--- src/rtl/irq_pkg.sv ---
// Shared definitions for the interrupt controller: register word offsets
// and the presentation FSM state encoding.
package irq_pkg;

   localparam logic [1:0] REG_ENABLE  = 2'd0;
   localparam logic [1:0] REG_PENDING = 2'd1;
   localparam logic [1:0] REG_CURRENT = 2'd2;
   localparam logic [1:0] REG_SWTRIG  = 2'd3;

   typedef enum logic [1:0] {
      ST_IDLE    = 2'd0,
      ST_PRESENT = 2'd1,
      ST_GAP     = 2'd2
   } irq_state_t;

endpackage

--- src/rtl/irq_prio_enc.sv ---
// Fixed-priority encoder: lowest set request index wins, plus a valid flag.
module irq_prio_enc #(
   parameter int N = 8,
   parameter int W = 4
) (
   input  logic [N-1:0] req,
   output logic [W-1:0] idx,
   output logic         valid
);

   // Scan high to low so the last assignment is the lowest set index.
   always_comb begin
      idx = '0;
      for (int i = N - 1; i >= 0; i--) begin
         if (req[i]) idx = W'(i);
      end
   end

   assign valid = |req;

endmodule

--- src/rtl/irq_controller.sv ---
// Interrupt controller: edge/level capture into PENDING, fixed-priority
// vector presentation with an IDLE/PRESENT/GAP handshake, 4-word register port.
module irq_controller #(
   parameter int                 NUM_SRC   = 8,
   parameter int                 VEC_W     = 4,
   parameter logic [NUM_SRC-1:0] EDGE_MASK = '1
) (
   input  logic               clk,
   input  logic               reset,
   input  logic [NUM_SRC-1:0] irq_src,
   output logic [VEC_W-1:0]   interrupt_vector,
   input  logic               interrupt_ack,
   output logic               irq_any,
   input  logic               reg_sel,
   input  logic               reg_we,
   input  logic               reg_re,
   input  logic [1:0]         reg_addr,
   input  logic [31:0]        reg_wdata,
   output logic [31:0]        reg_rdata
);
   import irq_pkg::*;

   if (NUM_SRC < 1 || NUM_SRC > 31) begin : g_chk_num_src
      $error("irq_controller: NUM_SRC must be in 1..31");
   end
   if ((2 ** VEC_W) <= NUM_SRC) begin : g_chk_vec_w
      $error("irq_controller: VEC_W too narrow for NUM_SRC+1 vectors");
   end

   logic [NUM_SRC-1:0] r_en, r_pend, r_prev;
   logic [31:0]        r_rdata;
   logic               r_ack_q;
   irq_state_t         r_state;
   logic [VEC_W-1:0]   r_vec, r_cur;

   logic [NUM_SRC-1:0] w_req, w_set, w_clr;
   logic [VEC_W-1:0]   w_win;
   logic               w_valid, w_wr, w_rd, w_ack;
   logic               w_unused;

   assign w_wr     = reg_sel & reg_we;
   assign w_rd     = reg_sel & reg_re;
   assign w_req    = r_en & r_pend;
   assign w_unused = &{1'b0, reg_wdata[31:NUM_SRC]};
   // Ack is edge-detected so a held ack retires only one presentation.
   assign w_ack    = interrupt_ack & ~r_ack_q & (r_state == ST_PRESENT);

   irq_prio_enc #(.N(NUM_SRC), .W(VEC_W)) u_prio (
      .req   (w_req),
      .idx   (w_win),
      .valid (w_valid)
   );

   always_comb begin
      w_set = (irq_src & ~r_prev & EDGE_MASK) | (irq_src & ~EDGE_MASK);
      w_clr = '0;
      if (w_wr && reg_addr == REG_SWTRIG)  w_set = w_set | reg_wdata[NUM_SRC-1:0];
      if (w_wr && reg_addr == REG_PENDING) w_clr = reg_wdata[NUM_SRC-1:0];
      if (w_ack)                           w_clr = w_clr | (NUM_SRC'(1) << r_cur);
   end

   // Set terms are OR-ed in after clears so a same-cycle set always wins.
   always_ff @(posedge clk or posedge reset) begin
      if (reset) begin
         r_en    <= '0;
         r_pend  <= '0;
         r_prev  <= '0;
         r_ack_q <= 1'b0;
         r_rdata <= '0;
      end else begin
         r_prev  <= irq_src;
         r_ack_q <= interrupt_ack;
         r_pend  <= (r_pend & ~w_clr) | w_set;
         if (w_wr && reg_addr == REG_ENABLE) r_en <= reg_wdata[NUM_SRC-1:0];
         if (w_rd) begin
            case (reg_addr)
               REG_ENABLE:  r_rdata <= 32'(r_en);
               REG_PENDING: r_rdata <= 32'(r_pend);
               REG_CURRENT: r_rdata <= 32'(r_vec);
               default:     r_rdata <= '0;
            endcase
         end
      end
   end

   always_ff @(posedge clk or posedge reset) begin
      if (reset) begin
         r_state <= ST_IDLE;
         r_vec   <= '0;
         r_cur   <= '0;
      end else begin
         case (r_state)
            ST_IDLE: if (w_valid) begin
               r_state <= ST_PRESENT;
               r_cur   <= w_win;
               r_vec   <= w_win + VEC_W'(1);
            end
            ST_PRESENT: if (w_ack) begin
               r_state <= ST_GAP;
               r_vec   <= '0;
            end
            ST_GAP:  r_state <= ST_IDLE;
            default: begin
               r_state <= ST_IDLE;
               r_vec   <= '0;
            end
         endcase
      end
   end

   assign interrupt_vector = r_vec;
   assign irq_any          = |w_req;
   assign reg_rdata        = r_rdata;

endmodule

--- config.mk ---
export PLATFORM = sky130hd
export DESIGN_NAME = irq_controller
export DESIGN_NICKNAME = d
export VERILOG_FILES = /design/src/rtl/irq_pkg.sv /design/src/rtl/irq_prio_enc.sv /design/src/rtl/irq_controller.sv
export SDC_FILE = /design/constraint.sdc
export NUM_CORES = 1
export LEC_CHECK = 0
export CORE_AREA = 10 10 91 93
export DETAILED_ROUTE_END_ITERATION = 6
export DIE_AREA = 0 0 101 103
export PLACE_DENSITY = 0.77
export SYNTH_ARGS = -nofsm -noshare
export SYNTH_HDL_FRONTEND = slang
export SYNTH_HIERARCHICAL = 1
export SYNTH_SLANG_ARGS = --single-unit
--- constraint.sdc ---
create_clock -name clk -period 1.6 [get_ports clk]
set_input_delay 0.16 -clock clk [delete_from_list [all_inputs] [get_ports clk]]
set_output_delay 0.16 -clock clk [all_outputs]
set_load 0.02 [all_outputs]
After elaboration in Yosys (flattened, before gate mapping)
Index checks and enable logic that the tools add are counted.
{"block": "word_totals", "output_inout_bits": 37, "word_cells": 58, "regBits": 67, "in_bits": 48}
{"block": "classes", "eq_ne": 7, "add_sub_neg": 1, "bitwise": 14, "mux": 18, "n_shift": 1, "n_reduce_logical": 9}
{"cell": "8-bit bitwise AND", "n": 3}
{"cell": "3-bit 2-to-1 mux", "n": 8}
{"cell": "8-bit 2-to-1 mux", "n": 3}
{"cell": "8-bit bitwise OR", "n": 3}
{"cell": "8-bit one-hot mux with 3 select lines", "n": 1}
{"cell": "8-bit inverter", "n": 2}
{"cell": "4-bit one-hot mux with 3 select lines", "n": 1}
{"cell": "4-bit 2-to-1 mux", "n": 2}
{"cell": "8-bit OR reduction", "n": 1}
{"cell": "1-bit by 4-bit left shift with 8-bit output (first input constant)", "n": 1}
{"cell": "2-bit equality test (second input constant)", "n": 3}
{"cell": "4-bit by 1-bit adder with 4-bit output (second input constant)", "n": 1}
{"cell": "1-bit bitwise AND", "n": 4}
{"cell": "2-bit by 1-bit equality test with 1-bit output (second input constant)", "n": 2}
{"cell": "2-bit logical NOT", "n": 2}
{"cell": "2-bit 2-to-1 mux", "n": 2}
{"cell": "2-bit != test (second input constant)", "n": 2}
{"cell": "2-bit one-hot mux with 2 select lines", "n": 1}
{"cell": "2-bit AND reduction", "n": 2}
{"cell": "1-bit logical AND", "n": 3}
{"cell": "3-bit AND reduction", "n": 1}
{"cell": "1-bit inverter", "n": 2}

Longest topological paths before layout
{"block": "logic_depth", "depth_word": 12, "ltp_mapped": 7, "depth_no_buf": 7}

Hierarchy
Netlist, hierarchy kept.
{"module": "irq_controller", "instances": 1, "cells_per_inst": 187, "seq_area_each_um2": 1076.0, "area_each_um2": 2125.8}
{"module": "irq_prio_enc", "instances": 1, "cells_per_inst": 15, "seq_area_each_um2": 0.0, "area_each_um2": 92.6}

Least setup slack after synthesis
No wires, ideal clock.
{"block": "synth_path", "path_type": "reg2reg", "startpoint": "reg r_pend[4]", "endpoint": "reg r_cur[2]", "required_ps": 1472, "setup_slack_ps": -204, "synth_period_minus_slack_ps": 1804, "arrival_time_ps": 1676, "path_stages_with_launch": 8, "setup_ps": 128, "cell_sequence": "dfrtp_1 and2_1 nor4_2 nand3_1 nor2b_1 nor2b_1 clkbuf_1 mux2_1"}
{"block": "synth_via", "elab_cells_between_ends": 8, "classes_between": "mux: 5; bitwise: 1; reduce/logical: 2"}
{"element": "start, declared", "line": "irq_controller.sv:30", "source": "logic [NUM_SRC-1:0] r_en, r_pend, r_prev;"}
{"element": "start signal, assigned", "line": "irq_controller.sv:73", "source": "r_pend <= (r_pend & ~w_clr) | w_set;"}
{"element": "8-bit bitwise AND", "line": "irq_controller.sv:43", "source": "assign w_req = r_en & r_pend;"}
{"element": "net w_req[4]", "line": "irq_controller.sv:36", "source": "logic [NUM_SRC-1:0] w_req, w_set, w_clr;"}
{"element": "8-bit OR reduction", "line": "irq_prio_enc.sv:19", "source": "assign valid = |req;"}
{"element": "net w_valid", "line": "irq_controller.sv:38", "source": "logic w_valid, w_wr, w_rd, w_ack;"}
{"element": "2-bit AND reduction (no source line)"}
{"element": "end signal, assigned", "line": "irq_controller.sv:95", "source": "r_cur <= w_win;"}
{"element": "end, declared", "line": "irq_controller.sv:34", "source": "logic [VEC_W-1:0] r_vec, r_cur;"}
The timed path passes the listed nets, and every way through them passes these cells.
A chain may end at the register's enable or synchronous reset.

Worst setup path in the final report
{"block": "layout_path", "startpoint": "reg r_pend[1]", "endpoint": "out irq_any"}
{"block": "layout_via", "elab_chain_cells": 2}
{"element": "8-bit bitwise AND", "line": "irq_controller.sv:43"}
{"element": "net w_req[1]", "line": "irq_controller.sv:36"}
{"element": "8-bit OR reduction", "line": "irq_controller.sv:112", "source": "assign irq_any = |w_req;"}
{"element": "end, declared", "line": "irq_controller.sv:13", "source": "output logic irq_any,"}
The timed path passes the listed nets, and every way through them passes these cells.

==> summary.txt <==
Logic synthesis
  • Number of enable-type register cells in the synthesized netlist: 0
  • Post-synth top flop: dfrtp_1
  • Yosys warns: 6
  • Netlist cell types: 43
  • Async SR Flop Fraction: 1.00
  • Number of synthesized register bits: 43
  • Synth Cell Area: 0.00222 sq mm
  • Avg Cell Area, Syn: 11.0 sq um
  • Mapped Cells: 202
  • Sequential fraction of the synthesis area: 0.485

Worst setup path
  • Worst Path Arrival: 1.94 ns
  • Req. time, crit path: 1.44 ns
  • Setup crit start kind: register
  • Critical path endpoint category: output port
  • Max FO, Critical Path: 2
  • Worst Path Class, Setup: reg2out

Detailed routing
  • DR iter-0 viols: 89
  • Total length of routed wires: 5540 microns
  • Routed WL per cell: 15.8 microns
  • First drt pass iteration count: 6
  • Via count: 1,709
  • Drc violations: 0
  • Antenna-violating nets left: 0
  • Vias/cell: 4.87

GRT
  • Vias in the first global route: 1,707
  • GRT overflow: 0
  • Gr usage total: 0.0976
  • Antenna violations before repair: 0
  • Pin count of the biggest net entering global routing: 44
  • First-pass GRT wire length: 8200 microns

Final layout
  • Layout Cells excl Fill: 351
  • Area grow syn2layout: 37.6%
  • Ant. Diodes: 0
  • Commonest non-fill, non-tap cell in the layout: dfrtp_1
  • NumNets Final: 319
  • Layout cells sized above 1: 0.258
  • Commonest cells after routing, fill and taps aside: dfrtp_1, clkdlybuf4s50_1, buf_4

Timing
  • Normalized max-slew margin: 0.556
  • Worst slew pin tran: 0.664 ns
  • Skew final: 0.00899 ns
  • Final period util: 1.31
  • Crit path time final: 2.10 ns
  • Fmax: 0.476 GHz
  • Slew Limit Fails: 0
  • Setup violators final: 9
  • Fin. Hold Viols: 0
  • Setup ws final: -0.502 ns
  • RSZ-0062 raised after global routing: yes

Power and ir drop
  • Total power: 3.84 mW
  • Pwr/cell area: 1260 mW/mm^2
  • Peak supply drop: 719 uV
  • P_leak: 1.36 nW

Flow run
  • Max-cap violations: 0

Floorplan
  • Core Area: 0.00657 sq mm
  • Die Span Y: 103 microns
  • Overall die width: 101 microns
  • Starting Density: 0.338
  • Ports: 85
  • Rows: 30
  • Die area: 0.0104 sq mm

Outcome
  • Status: complete, but fails checks
  • Failing checks: negative setup slack

Clock tree
  • # clock sinks: 43
  • Clock latency on the worst-skew pair: 0.29 ns
  • Max H-tree Level: 2
  • Clock Pin Slew Worst Setup and Hold Paths: 0.09 ns
  • CTS Buffer Depth: 2
  • CTS tree: built
  • Num CTS Buffers: 5
  • Hold_buf cts: 0
  • Clk root buf: clkbuf_8

Place
  • Hpwl dp: 4080 microns
  • GPL Wtd Cong: 0.782
  • Cells after DPL: 340
  • IO buf count: 36

Hold path
  • HP Class: in2async
-- metrics by stage --
step	hold WS [ns]	setup WS (ns)	TNS, ns	area (sq um)	utilization
floorplan	0.191	-0.139	-0.609	2330	-
global placement	0.449	-0.580	-3.50	2810	0.428
detailed placement	0.475	-0.587	-4.19	2810	0.428
CTS	0.240	-0.492	-2.96	2930	0.446
global route	0.272	-0.540	-2.48	3050	0.465
finish	0.226	-0.502	-1.89	3050	0.465
-- power by group --
part / switching [mW] / internal [mW] / leakage (nW)
logic: 0.678 / 0.822 / 0.794
registers: 0.199 / 1.29 / 0.505
clock network: 0.377 / 0.465 / 0.0581
total: 1.25 / 2.58 / 1.36
-- logic make-up after synthesis --
group | synth area share
other | 0.00339
multiplexers | 0.0970
AO/OA/AOI/OAI | 0.134
flip-flops | 0.485
XOR/XNOR | 0.00790
buffers and inverters | 0.102
adder cells (fa/ha/maj) | 0.00564
AND/OR/NAND/NOR | 0.165
-- cell usage after synthesis (all sizes together), types with 3 or more instances --
master / instances / area [sq um]
a22o: 4 / 35.0
o21ai: 9 / 45.0
mux2i: 8 / 80.1
mux2: 12 / 135
buf: 28 / 203
nor2b: 14 / 87.6
a21boi: 9 / 67.6
nand2: 11 / 41.3
a221o: 8 / 80.1
a2bb2oi: 4 / 35.0
nor2: 6 / 22.5
nand3: 4 / 20.0
inv: 3 / 11.3
clkbuf: 3 / 11.3
dfrtp: 43 / 1080
and2: 8 / 52.6
-- path summary, 6_finish.rpt --
check	start	to	slack, ns	cells after the start
max	r_pend[1]	irq_any	-0.50	4
min	reset	reg_rdata[5]	0.23	3
max reg2reg	r_en[6]	interrupt_vector[0]	-0.23	8
min reg2reg	reg_rdata[1]	reg_rdata[1]	0.49	2
max in group asynchronous	reset	r_prev[7]	1.15	3
min in group clk	irq_src[4]	r_prev[4]	0.31	1
-- routing by layer --
metal | GRT usage | part of all wire
met1 | 0.125 | 0.44
met2 | 0.156 | 0.46
met3 | 0.0342 | 0.089
met4 | 0.0182 | 0.010
met5 | 0 | 0
-- area by class of cell --
cell class / count / area (sq um)
Timing Repair Buffer: 69 / 633
Fill cell: 597 / 3520
Clock buffer: 5 / 68.8
Tap cell: 80 / 100
Sequential cell: 43 / 1080
Multi-Input combinational cell: 148 / 1120
Clock inverter: 3 / 43.8
Inverter: 3 / 11.3
-- flip-flops by register name (all words and copies together) (netlist names) --
signal,cells
r_cur,4
r_en,8
r_prev,8
r_ack_q,1
r_state,2
interrupt_vector,4
r_pend,8
reg_rdata,8
-- critical path: stages (launching register included) --
cell	delay [ns]
dfrtp_1	0.40
and2_4	0.16
or4_4	0.52
or4_4	0.43
buf_6	0.15
-- what timing repair did --
item,CTS,global route
endpoints found under the setup margin,9,9
resized for setup,8,24
pin swaps,1,3
buffers inserted,0,5
Power figures use the tool's default switching activity.
